[src/rtl/mem_bus_arbiter_if.sv]
// mem_bus_arbiter_if
// Bundles every signal around the memory-bus arbiter: the instruction
// request point (i_*), the data request point (d_*), the shared external
// bus (bus_*) and the busy flag.
//
// Modports:
//   master : the arbiter's view. It masters the external bus and answers
//            the two pipeline requesters.
//   slave  : the environment's view. This is the pipeline plus the memory
//            behind the bus, i.e. everything the arbiter talks to.
//
// Parameters: ADDR_W (address width), DATA_W (data width, strobe = DATA_W/8).
interface mem_bus_arbiter_if #(
    parameter int ADDR_W = 32,
    parameter int DATA_W = 32
);
    localparam int STRB_W = DATA_W / 8;

    // instruction port (read-only)
    logic              i_req;
    logic [ADDR_W-1:0] i_addr;
    logic              i_data_ok;
    logic [DATA_W-1:0] i_rdata;

    // data port (read/write)
    logic              d_req;
    logic              d_wr;
    logic [ADDR_W-1:0] d_addr;
    logic [DATA_W-1:0] d_wdata;
    logic [STRB_W-1:0] d_strobe;
    logic              d_data_ok;
    logic [DATA_W-1:0] d_rdata;

    // shared external bus
    logic              bus_req;
    logic              bus_wr;
    logic [ADDR_W-1:0] bus_addr;
    logic [DATA_W-1:0] bus_wdata;
    logic [STRB_W-1:0] bus_strobe;
    logic [DATA_W-1:0] bus_rdata;
    logic              bus_data_ok;

    logic              busy;

    modport master (
        input  i_req, i_addr,
        input  d_req, d_wr, d_addr, d_wdata, d_strobe,
        input  bus_rdata, bus_data_ok,
        output i_data_ok, i_rdata,
        output d_data_ok, d_rdata,
        output bus_req, bus_wr, bus_addr, bus_wdata, bus_strobe,
        output busy
    );

    modport slave (
        output i_req, i_addr,
        output d_req, d_wr, d_addr, d_wdata, d_strobe,
        output bus_rdata, bus_data_ok,
        input  i_data_ok, i_rdata,
        input  d_data_ok, d_rdata,
        input  bus_req, bus_wr, bus_addr, bus_wdata, bus_strobe,
        input  busy
    );
endinterface

[src/rtl/mem_bus_arbiter.sv]
// mem_bus_arbiter
// Shares one external memory bus between the fetch stage (instruction
// port, reads only) and the memory stage (data port, reads and writes).
// It runs one transaction at a time. Request fields are latched into the
// bus registers when the grant is made. The single completion pulse is
// routed back to whichever port owns the transaction.
//
// Ports:
//   clk   : clock, rising edge
//   reset : asynchronous, active-high
//   bif   : mem_bus_arbiter_if.master. It carries i_*, d_*, bus_* and busy.
//           The widths come from the interface parameters ADDR_W and DATA_W.
//
// Build option:
//   MEM_BUS_ARB_DPRIO_EN
//     Defined: strict data priority. After a data transaction completes,
//     the arbiter drops back to IDLE. A data request raised in the following
//     cycle then wins over a waiting fetch, so fetch may starve.
//     Undefined (default): after completion the grant passes to the other
//     port if it is waiting, so the two ports alternate under contention.
module mem_bus_arbiter (
    input  logic               clk,
    input  logic               reset,
    mem_bus_arbiter_if.master  bif
);

    typedef enum logic [1:0] {
        IDLE  = 2'd0,
        GNT_I = 2'd1,
        GNT_D = 2'd2
    } state_t;

    state_t state;
    state_t state_nxt;
    logic   load_i;
    logic   load_d;
    logic   done;

    // bus_data_ok only means something while a transaction is outstanding.
    assign done = (state != IDLE) && bif.bus_data_ok;

    always_ff @(posedge clk or posedge reset) begin
        if (reset) state <= IDLE;
        else       state <= state_nxt;
    end

    // The req level that a port shows in its own data_ok cycle is never
    // treated as a new request. So a completion never re-grants the same
    // port: it either hands over to the other port or returns to IDLE.
    always_comb begin
        state_nxt = state;
        load_i    = 1'b0;
        load_d    = 1'b0;
        case (state)
            IDLE: begin
                if (bif.d_req) begin
                    state_nxt = GNT_D;
                    load_d    = 1'b1;
                end else if (bif.i_req) begin
                    state_nxt = GNT_I;
                    load_i    = 1'b1;
                end
            end
            GNT_I: begin
                if (done) begin
                    if (bif.d_req) begin
                        state_nxt = GNT_D;
                        load_d    = 1'b1;
                    end else begin
                        state_nxt = IDLE;
                    end
                end
            end
            GNT_D: begin
                if (done) begin
`ifdef MEM_BUS_ARB_DPRIO_EN
                    // Wait one cycle in IDLE so that a data re-request can
                    // be seen and win over fetch.
                    state_nxt = IDLE;
`else
                    if (bif.i_req) begin
                        state_nxt = GNT_I;
                        load_i    = 1'b1;
                    end else begin
                        state_nxt = IDLE;
                    end
`endif
                end
            end
            default: state_nxt = IDLE;
        endcase
    end

    // The bus fields are captured at grant time and then hold still,
    // whatever the requester does with its inputs afterwards.
    always_ff @(posedge clk or posedge reset) begin
        if (reset) begin
            bif.bus_wr     <= 1'b0;
            bif.bus_addr   <= '0;
            bif.bus_wdata  <= '0;
            bif.bus_strobe <= '0;
        end else if (load_d) begin
            bif.bus_wr     <= bif.d_wr;
            bif.bus_addr   <= bif.d_addr;
            bif.bus_wdata  <= bif.d_wdata;
            bif.bus_strobe <= bif.d_wr ? bif.d_strobe : '0;
        end else if (load_i) begin
            bif.bus_wr     <= 1'b0;
            bif.bus_addr   <= bif.i_addr;
            bif.bus_wdata  <= '0;
            bif.bus_strobe <= '0;
        end
    end

    assign bif.bus_req   = (state != IDLE);
    assign bif.busy      = (state != IDLE);

    // The completion is passed straight through to the owner in the same cycle.
    assign bif.i_data_ok = (state == GNT_I) && bif.bus_data_ok;
    assign bif.d_data_ok = (state == GNT_D) && bif.bus_data_ok;
    assign bif.i_rdata   = bif.bus_rdata;
    assign bif.d_rdata   = bif.bus_rdata;

endmodule

[src/flat_wrapper.sv]
// flat-port wrapper written by rule: the top's interface ports become plain ports
module mem_bus_arbiter_flat 
  (clk, reset, bif_i_req, bif_i_addr, bif_d_req, bif_d_wr, bif_d_addr, bif_d_wdata, bif_d_strobe, bif_bus_rdata, bif_bus_data_ok, bif_i_data_ok, bif_i_rdata, bif_d_data_ok, bif_d_rdata, bif_bus_req, bif_bus_wr, bif_bus_addr, bif_bus_wdata, bif_bus_strobe, bif_busy);
  mem_bus_arbiter_if #(.ADDR_W(32), .DATA_W(32)) bif_i ();
  input  logic clk;
  input  logic reset;
  input wire logic [$bits(bif_i.i_req)-1:0] bif_i_req;
  input wire logic [$bits(bif_i.i_addr)-1:0] bif_i_addr;
  input wire logic [$bits(bif_i.d_req)-1:0] bif_d_req;
  input wire logic [$bits(bif_i.d_wr)-1:0] bif_d_wr;
  input wire logic [$bits(bif_i.d_addr)-1:0] bif_d_addr;
  input wire logic [$bits(bif_i.d_wdata)-1:0] bif_d_wdata;
  input wire logic [$bits(bif_i.d_strobe)-1:0] bif_d_strobe;
  input wire logic [$bits(bif_i.bus_rdata)-1:0] bif_bus_rdata;
  input wire logic [$bits(bif_i.bus_data_ok)-1:0] bif_bus_data_ok;
  output wire logic [$bits(bif_i.i_data_ok)-1:0] bif_i_data_ok;
  output wire logic [$bits(bif_i.i_rdata)-1:0] bif_i_rdata;
  output wire logic [$bits(bif_i.d_data_ok)-1:0] bif_d_data_ok;
  output wire logic [$bits(bif_i.d_rdata)-1:0] bif_d_rdata;
  output wire logic [$bits(bif_i.bus_req)-1:0] bif_bus_req;
  output wire logic [$bits(bif_i.bus_wr)-1:0] bif_bus_wr;
  output wire logic [$bits(bif_i.bus_addr)-1:0] bif_bus_addr;
  output wire logic [$bits(bif_i.bus_wdata)-1:0] bif_bus_wdata;
  output wire logic [$bits(bif_i.bus_strobe)-1:0] bif_bus_strobe;
  output wire logic [$bits(bif_i.busy)-1:0] bif_busy;
  assign bif_i.i_req = bif_i_req;
  assign bif_i.i_addr = bif_i_addr;
  assign bif_i.d_req = bif_d_req;
  assign bif_i.d_wr = bif_d_wr;
  assign bif_i.d_addr = bif_d_addr;
  assign bif_i.d_wdata = bif_d_wdata;
  assign bif_i.d_strobe = bif_d_strobe;
  assign bif_i.bus_rdata = bif_bus_rdata;
  assign bif_i.bus_data_ok = bif_bus_data_ok;
  assign bif_i_data_ok = bif_i.i_data_ok;
  assign bif_i_rdata = bif_i.i_rdata;
  assign bif_d_data_ok = bif_i.d_data_ok;
  assign bif_d_rdata = bif_i.d_rdata;
  assign bif_bus_req = bif_i.bus_req;
  assign bif_bus_wr = bif_i.bus_wr;
  assign bif_bus_addr = bif_i.bus_addr;
  assign bif_bus_wdata = bif_i.bus_wdata;
  assign bif_bus_strobe = bif_i.bus_strobe;
  assign bif_busy = bif_i.busy;
  mem_bus_arbiter u_core (.clk(clk), .reset(reset), .bif(bif_i));
endmodule
[config.mk]
export PLATFORM = sky130hd
export DESIGN_NAME = mem_bus_arbiter_flat
export DESIGN_NICKNAME = d
export VERILOG_FILES = /design/src/rtl/mem_bus_arbiter_if.sv /design/src/rtl/mem_bus_arbiter.sv /design/src/flat_wrapper.sv
export SDC_FILE = /design/constraint.sdc
export NUM_CORES = 1
export LEC_CHECK = 0
export CORE_AREA = 2 2 107 109
export DETAILED_ROUTE_END_ITERATION = 12
export DIE_AREA = 0 0 109 111
export GPL_TIMING_DRIVEN = 1
export PLACE_DENSITY = 0.8
export SLEW_MARGIN = 25
export SYNTH_ARGS = -nofsm -noshare
export SYNTH_HDL_FRONTEND = slang
export SYNTH_SLANG_ARGS = --single-unit
[constraint.sdc]
create_clock -name clk -period 4.9 [get_ports clk]
set_input_delay 1.225 -clock clk [delete_from_list [all_inputs] [get_ports clk]]
set_output_delay 1.225 -clock clk [all_outputs]
set_load 0.005 [all_outputs]
### Word-level counts from Yosys, hierarchy flattened

Index checks and enable logic that the tools add are counted.

* register bits: 71
* input port bits: 138
* output and inout port bits: 137
* word-level logic and storage cells: 40

* equal/unequal tests: 5
* reduce and logical (&&, ||, !) cells: 7
* muxes and demuxes: 23

Operator list (number)
* 2-to-1 mux 32 bit: 4
* 2-to-1 mux 4 bit: 3
* 2-to-1 mux 2 bit: 5
* 2-to-1 mux 1 bit: 8
* case mux 2 bit (3 select lines): 1
* != test 2 x 1 -> 1 bit, second input constant: 2
* case mux 1 bit (2 select lines): 2
* nonzero test 2 bit: 2
* logical AND 1 bit: 3
* != test 3 bit, second input constant: 1
* AND reduction 3 bit: 1
* == test 2 x 1 -> 1 bit, second input constant: 1
* == test 2 bit, second input constant: 1
* zero test 2 bit: 1

### Depth between registers and ports, before layout

Gate-level depths: netlist of the first run.

* depth after elaboration: 6
* mapped depth: 5
* gate-level depth less buffers: 3

### Worst setup path before layout of the first run

OpenSTA, ideal clock, no wires.

* path type: input port to output port
* start: input bif_bus_data_ok
* end: output bif_i_data_ok
* path slack: 2.283 ns
* stages on the path: 1
* required time: 3.675 ns
* path buffers: 0
* arrival time: 1.392 ns
* cell sequence: and3_1

* cells in the longest elaborated chain, start to end: 1

RTL lines
* from (decl): line flat_wrapper.sv:15 `input wire logic [$bits(bif_i.bus_data_ok)-1:0] bif_bus_data_ok;`
* logical AND 1 bit: line mem_bus_arbiter.sv:119 `assign bif.i_data_ok = (state == GNT_I) && bif.bus_data_ok;`
* to (decl): line flat_wrapper.sv:16 `output wire logic [$bits(bif_i.i_data_ok)-1:0] bif_i_data_ok;`

Every way passes these cells.

### Worst setup path in the final report of the first run

Ends and elaborated chain as after synthesis.

==> summary.txt, run 1 <==
Drt
  • Initial DRC Count: 215
  • Met3 WL: 1090 um
  • Post-Route WL: ~11000 um
  • # DRC: 0
  • ANT nets after route: 0
  • Metal1 wirelength: 4090 um
  • WL/cell: between 15 and 20 um
  • DR vias/cell: 5.57
  • Met2 Routed Length: 5580 um
  • Routed via count: ~3400
  • DR top layer: met4
  • Drt pass-1 iters: 6

GRT
  • First-pass GRT wire length: 16500 um
  • Largest net degree at the start of global routing: between 40 and 50
  • Initial antenna violation count: 0
  • Gr ovfl total: 0
  • Vias in the first global route: 3445
  • GRT Overall Usage: 0.176

Power
  • Peak VDD IR: 0.000185 V
  • PD cells: 489 nW/um2
  • Leakage: 0.00211 uW

Floorplanning
  • Core area: 11100 um2
  • Die height: 111 um
  • Io pins: 275
  • Die Footprint: 12100 um2
  • Die Width: 109 um
  • Initial core utilization: 0.336
  • # rows: 39

Critical path
  • CP Max Fanout: 8
  • Crit path cell chain: clkdlybuf4s50_1, and3_1, clkdlybuf4s50_1
  • Critical path startpoint category: input pin
  • Cell family with most CP delay: buffers and inverters
  • CP max-delay cell: clkdlybuf4s50_1
  • CP arrival: 2.51 ns
  • Worst reg-to-reg path cell count: 5
  • Crit Path Class: input pin to output port
  • Crit path top cell by count: clkdlybuf4s50_1
  • WP depth: 3
  • Buffers & Inverters on Critical Path: 2
  • Crit path required time: between 3 and 4 ns
  • Largest stage delay, worst path: 0.60 ns
  • Critical path endpoint category: output port

Logic synthesis
  • Post-synth EDFFs: 0
  • Cell with the most instances after synthesis: dfrtp_1
  • Post-synthesis async set-or-reset flop share: 1.00
  • Area of the mapped netlist: 3720 um2
  • Register bit total from synthesis: between 70 and 80
  • Syn nets: 498
  • Top FF cell, synth: dfrtp_1
  • Gate Count Post-Synth: between 300 and 400
  • Post-synth cell types: 26
  • Synth top area cells: dfrtp_1 48%, buf_4 13%, a22o_1 7.8%
  • Post-synthesis sequential area ratio: 0.477
  • Synth warnings: 0
  • Synth Area per Inst: 10.3 um2
  • Yosys top cell area share: 0.477
  • Yosys top cell by area: dfrtp_1
  • Commonest cells post-synth: 71 x dfrtp_1, 65 x buf_4, 33 x a22o_1, 33 x nand3_1

STA
  • TNS Setup: 0 ns
  • Worst Skew: between 0.006 and 0.007 ns
  • RSZ-0062 raised after global routing: false
  • Tcrit/Tclk final: 0.763
  • Final setup fails: 0
  • Max_slew headroom: 0.539
  • Max frequency: 0.268 GHz
  • Max-slew violations: 0
  • Worst Tran Pin Value: 0.690 ns
  • Final min period: 3.74 ns
  • Hold Fails Final Rpt: 0

Clock tree
  • CTS Root Cell: clkbuf_16
  • Post-cts sizing count: 0
  • Post-CTS setup repair buffer count: 0
  • Clock transition at path regs: 0.06 ns
  • TritonCTS clock tree: yes
  • Hold bufs inserted after CTS: 0
  • Cts bufs inserted: 9
  • Clk Latency, worst-skew pair: ~0.32 ns
  • Max clock buf depth: 2
  • CTS H-tree lvls: 3
  • Clk sinks: 71

Final layout
  • Non-Filler Instances: just over 600
  • Nets@finish: 594
  • Area Overhead vs Synth: 46.1%
  • Share of post-route cells with drive strength above 1: 0.0738
  • Antenna fix cells: 0

Outcome
  • Status: finished clean

Placement
  • RePlAce Congestion: around 0.77
  • Dpl cells: 588
  • Post-DP HPWL: 7640 um
  • Port Buffers: 178

Min path
  • Worst hold path type: flop to flop
  • Hold-critical path depth: 1

Job
  • Max_cap viols: 0
-- state kept, by name, summed over array words and instances, names as in the netlist --
name	cells
u_core.bif.bus_addr	32
u_core.bif.bus_strobe	4
u_core.bif.bus_wdata	32
u_core.bif.bus_wr	1
u_core.state	2
-- metrics by stage --
stage	hold WS, ns	area [um2]	worst slack (ns)	utilization	total power, uW
floorplan	0.489	3720	1.88	-	1360
global placement	0.476	5090	1.18	0.460	1900
detailed placement	0.482	5090	1.17	0.460	1930
CTS	0.495	5440	1.17	0.491	2690
global route	0.499	5440	1.12	0.491	2810
finish	0.490	5440	1.16	0.491	2660
-- layout by cell type, fill, tap and decap left out, types with 2 or more instances in the layout --
master           synthesis  routed
and3b_1                  2       2
nand3_1                 33      33
bufinv_16                0       3
nand2_1                  2       2
a22o_1                  33      33
o21ai_0                 32      32
a2111oi_0               32      32
clkdlybuf4s50_1          0     178
buf_4                   65      10
a32o_1                   4       4
clkbuf_16                0       9
a31oi_1                 32      32
dfrtp_1                 71      71
nor2b_2                  0       2
-- worst reg2reg max path, stage by stage (launching register included) --
cell	delay (ns)
dfrtp_1	0.45
and3b_1	0.21
buf_4	0.24
a211oi_4	0.49
buf_4	0.38
a22o_1	0.20
-- power breakdown --
group | leakage, uW | internal [uW] | switching, uW
clock network | 0.000166 | 499 | 246
logic | 0.00108 | 589 | 420
registers | 0.000871 | 788 | 119
total | 0.00211 | 1880 | 785
-- worst paths after layout --
check,from,endpoint,slack [ns]
max,bif_bus_data_ok,bif_i_data_ok,1.16
min,u_core.bif.bus_strobe[3],u_core.bif.bus_strobe[3],0.49
max reg2reg,u_core.state[0],u_core.bif.bus_wdata[29],2.86
min reg2reg,u_core.bif.bus_strobe[3],u_core.bif.bus_strobe[3],0.49
max in group asynchronous,reset,u_core.bif.bus_wdata[20],2.59
min in group asynchronous,reset,u_core.bif.bus_addr[6],1.33
-- area by class of cell --
cell class / instances / area (um2)
Inverter: 2 / 7.51
Tap cell: 143 / 179
Fill cell: 1008 / 5640
Clock buffer: 9 / 225
Timing Repair Buffer: 188 / 1860
Sequential cell: 71 / 1780
Clock inverter: 7 / 120
Multi-Input combinational cell: 184 / 1270
-- cells by family (layout without fill, tap and decap cells) --
group                  count (synthesis)  after routing  synth area share
DFF                                   71             71             0.477
AOI/OAI and AO/OA                    138            138             0.274
and+or+nand+nor                       46             46            0.0652
buffers and inverters                105            206             0.184
-- metal layers --
layer / vias up / track usage
met5: - / 0
met4: 0 / 0.0821
met3: 25 / 0.0447
met2: 220 / 0.316
met1: 1620 / 0.189
li1: 1498 / -
Power figures use the tool's default switching activity.
==> inputs of run 2 (changes only) <==
--- a/config.mk
+++ b/config.mk
@@ -5,11 +5,11 @@
 export SDC_FILE = /design/constraint.sdc
 export NUM_CORES = 1
 export LEC_CHECK = 0
-export CORE_AREA = 2 2 107 109
+export CORE_MARGIN = 2
+export CORE_UTILIZATION = 31
 export DETAILED_ROUTE_END_ITERATION = 12
-export DIE_AREA = 0 0 109 111
 export GPL_TIMING_DRIVEN = 1
-export PLACE_DENSITY = 0.8
+export PLACE_DENSITY = 0.77
 export SLEW_MARGIN = 25
 export SYNTH_ARGS = -nofsm -noshare
 export SYNTH_HDL_FRONTEND = slang
==> constraint.sdc (replaced) <==
create_clock -name clk -period 3.41 [get_ports clk]
set_input_delay 0.8525 -clock clk [delete_from_list [all_inputs] [get_ports clk]]
set_output_delay 0.8525 -clock clk [all_outputs]
set_load 0.005 [all_outputs]
==> summary.txt, run 2 (same netlist as run 1, synthesis figures left out) <==
Drt
  • Post-Route WL: 11900 um
  • WL/cell: 19.5 um
  • ANT nets after route: 0
  • Routed via count: 3358
  • Initial DRC Count: 272
  • # DRC: 0
  • DR vias/cell: 5.48
  • Drt pass-1 iters: 5

Final layout
  • Largest regs: u_core.bif.bus_addr (32), u_core.bif.bus_wdata (32), u_core.bif.bus_strobe (4)
  • Share of post-route cells with drive strength above 1: 0.0794
  • Nets@finish: 599
  • Multi-input logic area: approximately 1300 um2
  • Antenna fix cells: 0
  • Register Area: ~1800 um2
  • Final Instance Area: around 5500 um2
  • FILL cells: 1079
  • Most frequent cells in the layout: 178 x clkdlybuf4s50_1, 71 x dfrtp_1, 33 x a22o_1, 33 x nand3_1
  • Area Overhead vs Synth: 47.1%
  • Most common library cell in the layout ignoring fill and taps: clkdlybuf4s50_1
  • Non-Filler Instances: 613

Critical path
  • Crit path top cell by count: clkdlybuf4s50_1
  • Crit path required time: 2.56 ns
  • CP arrival: 2.13 ns
  • Critical path startpoint category: input pin
  • Critical R2R Launch: u_core.state[1]
  • Worst reg-to-reg setup slack: 1.53 ns
  • Critical path endpoint category: output port
  • Largest stage delay, worst path: 0.60 ns
  • Buffers & Inverters on Critical Path: 2
  • Cell family with most CP delay: buffers and inverters
  • RR Endpoint: u_core.bif.bus_addr[8]
  • Crit Path Class: input pin to output port
  • CP Max Fanout: 8
  • Crit path cell chain: clkdlybuf4s50_1, and3_1, clkdlybuf4s50_1
  • CP max-delay cell: clkdlybuf4s50_1
  • Worst reg-to-reg path cell count: 5

GRT
  • Vias in the first global route: 3381
  • Initial antenna violation count: 0
  • Gr ovfl total: 0
  • Largest net degree at the start of global routing: 38
  • First-pass GRT wire length: 17700 um
  • GRT Overall Usage: 0.177

Floorplanning
  • # rows: 40
  • Io pins: 275
  • Initial core utilization: 0.314
  • Die Width: approximately 110 um
  • Die Footprint: between 10000 and 15000 um2
  • Die height: about 110 um
  • Core area: roughly 12000 um2

STA
  • Max_slew headroom: 0.630
  • Max-slew violations: 0
  • Worst Skew: around 0.0026 ns
  • Worst Tran Pin Value: 0.556 ns
  • RSZ-0062 raised after global routing: false
  • Hold_ws: 0.498 ns
  • Max frequency: about 0.33 GHz
  • Tcrit/Tclk final: 0.876
  • TNS Setup: 0 ns
  • Hold Fails Final Rpt: 0
  • Final min period: 2.99 ns
  • Final setup fails: 0

Job
  • Max_cap viols: 0

Power
  • Comb power frac: 0.386
  • PD cells: 701 nW/um2
  • Switch share: 0.302
  • Int Pwr: roughly 2700 uW
  • Sequential power share: 0.342
  • Clock power share: 0.273
  • Leakage: 0.00213 uW
  • Peak VDD IR: about 0.00033 V
  • Psw: 1160 uW

Placement
  • RePlAce Congestion: 0.753
  • Post-DP HPWL: 8370 um
  • Dpl cell area: between 5000 and 6000 um2
  • Dpl cells: around 600
  • Port Buffers: 178

Outcome
  • Status: finished clean

Min path
  • Hold-critical path depth: 1
  • Hold Startpoint: u_core.bif.bus_wdata[23]
  • WHS Endpoint: u_core.bif.bus_wdata[23]
  • Worst hold path type: flop to flop

Clock tree
  • Clk Latency, worst-skew pair: 0.34 ns
  • Clock transition at path regs: ~0.060 ns
  • Hold bufs inserted after CTS: 0
  • Max clock buf depth: 2
  • Post-CTS setup repair buffer count: 0
  • Clk sinks: 71
  • TritonCTS clock tree: yes
  • Post-cts sizing count: 0
  • CTS Root Cell: clkbuf_16
  • CTS H-tree lvls: 3
  • Cts bufs inserted: 9
[run 2: how the worst max path moves through the flow]
stage | startpoint | endpoint | slack [ns] | depth (start not counted)
5_1_grt | bif_bus_data_ok | bif_d_data_ok | 0.38 | 4
3_3_place_gp | bif_bus_data_ok | bif_d_data_ok | 0.44 | 4
2_1_floorplan | reset | u_core.bif.bus_addr[0] | 0.76 | 1
4_1_cts | bif_bus_data_ok | bif_i_data_ok | 0.42 | 3
3_5_place_dp | bif_bus_data_ok | bif_i_data_ok | 0.42 | 3
6_report | bif_bus_data_ok | bif_i_data_ok | 0.42 | 3
[run 2: area by class of cell]
class	count	area share
Multi-Input combinational cell	184	0.232
Inverter	2	0.00137
Clock inverter	5	0.0146
Clock buffer	11	0.0461
Sequential cell	71	0.324
Tap cell	147	0.0336
Timing Repair Buffer	193	0.348
[run 2: power groups by stage]
stage | clock [uW] | combinational [uW] | sequential (uW)
2_1_floorplan | 0 | 642 | 1310
6_report | 1050 | 1480 | 1310
3_5_place_dp | 0 | 1490 | 1320
3_3_place_gp | 0 | 1460 | 1320
5_1_grt | 1100 | 1590 | 1350
4_1_cts | 1070 | 1500 | 1310
[run 2: per-stage QoR]
stage	worst slack, ns	utilization	power [uW]
3_5_place_dp	0.425	0.434	2800
3_3_place_gp	0.441	0.434	2770
5_1_grt	0.384	0.462	4040
2_1_floorplan	0.761	-	1960
4_1_cts	0.424	0.462	3870
6_report	0.423	0.462	3840
[run 2: per-layer routing]
metal,share of wire,vias up,routed length [um],global-route usage
met2,0.50,235,5980,0.319
met1,0.37,1597,4470,0.190
met5,0,-,0,0
met4,0.016,0,193,0.0642
met3,0.11,21,1290,0.0654
li1,-,1505,-,-
==> inputs of run 3 (changes only) <==
--- a/config.mk
+++ b/config.mk
@@ -6,10 +6,10 @@
 export NUM_CORES = 1
 export LEC_CHECK = 0
 export CORE_MARGIN = 2
-export CORE_UTILIZATION = 31
+export CORE_UTILIZATION = 35
 export DETAILED_ROUTE_END_ITERATION = 12
 export GPL_TIMING_DRIVEN = 1
-export PLACE_DENSITY = 0.77
+export PLACE_DENSITY = 0.82
 export SLEW_MARGIN = 25
 export SYNTH_ARGS = -nofsm -noshare
 export SYNTH_HDL_FRONTEND = slang
==> constraint.sdc (replaced) <==
create_clock -name clk -period 3.2 [get_ports clk]
set_input_delay 0.8 -clock clk [delete_from_list [all_inputs] [get_ports clk]]
set_output_delay 0.8 -clock clk [all_outputs]
set_load 0.005 [all_outputs]
==> summary.txt, run 3 (same netlist as run 1, synthesis figures left out) <==
Outcome
  • Status: finished clean

Critical path
  • Crit path cell chain: clkdlybuf4s50_1, and3_1, clkdlybuf4s50_1
  • Critical R2R Launch: u_core.state[1]
  • Critical path endpoint category: output port
  • CP max-delay cell: clkdlybuf4s50_1
  • Worst reg-to-reg path cell count: 4
  • Critical path origin: bif_bus_data_ok
  • RR Endpoint: u_core.bif.bus_addr[16]
  • Worst reg-to-reg setup slack: ~1.4 ns
  • Critical path startpoint category: input pin
  • Crit Path Class: input pin to output port
  • CP Max Fanout: 8
  • CP arrival: 2.09 ns
  • Crit path top cell by count: clkdlybuf4s50_1
  • Crit path required time: 2.40 ns
  • Setup crit end: bif_i_data_ok
  • Largest stage delay, worst path: between 0.6 and 0.7 ns

Power
  • Clock power share: 0.212
  • Leakage: 0.00207 uW
  • Switch share: 0.317
  • Psw: 1180 uW
  • Comb power frac: 0.417
  • Peak VDD IR: 0.000293 V
  • Int Pwr: roughly 2600 uW
  • PD cells: 701 nW/um2
  • Sequential power share: 0.371

STA
  • Worst Tran Pin Value: 0.645 ns
  • Max frequency: about 0.35 GHz
  • Hold Fails Final Rpt: 0
  • TNS Setup: 0 ns
  • Max-slew violations: 0
  • Max_slew headroom: 0.570
  • Tcrit/Tclk final: 0.904
  • RSZ-0062 raised after global routing: false
  • Final min period: 2.89 ns
  • Worst Skew: between 0.002 and 0.003 ns
  • Final setup fails: 0

Job
  • Max_cap viols: 0

Clock tree
  • CTS Root Cell: clkbuf_8
  • Hold bufs inserted after CTS: 0
  • Max clock buf depth: 2
  • Clk Latency, worst-skew pair: around 0.34 ns
  • Post-CTS setup repair buffer count: 0
  • CTS H-tree lvls: 3
  • TritonCTS clock tree: yes
  • Cts bufs inserted: 9
  • Post-cts sizing count: 0
  • Clk sinks: 71
  • Clock transition at path regs: 0.07 ns

Floorplanning
  • Core area: 10300 um2
  • Initial core utilization: 0.361
  • Die Width: 107 um
  • Io pins: ~280
  • Die Footprint: 11500 um2
  • # rows: 37
  • Die height: 107 um

Final layout
  • Share of post-route cells with drive strength above 1: 0.0754
  • Nets@finish: 597
  • Most frequent cells in the layout: 178 x clkdlybuf4s50_1, 71 x dfrtp_1, 33 x a22o_1, 33 x nand3_1
  • Area Overhead vs Synth: 43.3%
  • Largest regs: u_core.bif.bus_addr (32), u_core.bif.bus_wdata (32), u_core.bif.bus_strobe (4)
  • Non-Filler Instances: 600
  • Most common library cell in the layout ignoring fill and taps: clkdlybuf4s50_1
  • Antenna fix cells: 0

Placement
  • Port Buffers: approximately 180
  • RePlAce Congestion: 0.773
  • Dpl cells: 584
  • Post-DP HPWL: 8110 um

Drt
  • Drt pass-1 iters: 4
  • Initial DRC Count: 257
  • DR vias/cell: 5.53
  • WL/cell: 19.3 um
  • Post-Route WL: 11600 um
  • Routed via count: between 3000 and 4000
  • ANT nets after route: 0
  • # DRC: 0

GRT
  • Met1 Use GR: 0.224
  • Gr ovfl total: 0
  • Most used routing layer: met2
  • First-pass GRT wire length: 17500 um
  • GR Layer Usage met2: 0.335
  • GRT Overall Usage: 0.195
  • Vias in the first global route: about 3400
  • Initial antenna violation count: 0
  • GRT met3 Usage: 0.0559
  • Largest net degree at the start of global routing: 44

Min path
  • Worst hold path type: flop to flop
  • Hold Startpoint: u_core.bif.bus_strobe[1]
[run 3: cell count changes in the layout (fill, tap and decap cells not counted)]
cell	delta
clkbuf_8	+7
clkbuf_16	-9
clkbuf_1	+1
a211o_1	-1
clkinv_2	-1
a211o_2	+1
buf_4	-2
inv_6	+2
[run 3: metrics by stage]
| step | utilization | total power [uW] | setup WS [ns] | hold slack (ns) | area [um2] |
|---|---|---|---|---|---|
| after floorplan | - | 2080 | 0.603 | 0.489 | 3720 |
| after global placement | 0.496 | 2940 | 0.345 | 0.474 | 5120 |
| after detailed placement | 0.496 | 2960 | 0.312 | 0.482 | 5120 |
| after CTS | 0.517 | 3790 | 0.315 | 0.500 | 5340 |
| after global routing | 0.517 | 3970 | 0.228 | 0.527 | 5340 |
| final | 0.517 | 3740 | 0.309 | 0.498 | 5340 |
[run 3: layer usage]
metal | wire length [um] | share of wire | vias to the layer above
met3 | 1270 | 0.11 | 19
met2 | 5580 | 0.48 | 227
met5 | 0 | 0 | -
li1 | - | - | 1506
met4 | 231 | 0.020 | 0
met1 | 4480 | 0.39 | 1568
[run 3: power groups by stage]
stage	clock [uW]	combinational [uW]	sequential, uW
2_1_floorplan	0	685	1400
3_3_place_gp	0	1540	1400
3_5_place_dp	0	1560	1400
4_1_cts	824	1570	1390
5_1_grt	863	1680	1420
6_report	793	1560	1390
[run 3: how the worst min path moves through the flow]
stage / cells past startpoint / endpoint
after floorplan: 1 / u_core.bif.bus_strobe[0]
after global placement: 1 / u_core.bif.bus_strobe[3]
after detailed placement: 1 / u_core.bif.bus_wdata[9]
after CTS: 1 / u_core.bif.bus_strobe[1]
after global routing: 1 / u_core.bif.bus_wdata[4]
final: 1 / u_core.bif.bus_strobe[1]
[run 3: final cells by class]
| cell class | instances | area, um2 |
|---|---|---|
| flip-flops and latches | 71 | 1780 |
| clock buffers | 10 | 128 |
| inverters | 2 | 7.51 |
| multi-input cells | 184 | 1270 |
| repair buffers | 191 | 1890 |
| clock inverters | 6 | 92.6 |
| fillers | 906 | 4990 |
| well taps | 136 | 170 |
[run 3: critical path, delay by kind of cell]
family	cells	cell delay, ns
buf+inv	2	1.10
simple gates	1	0.19
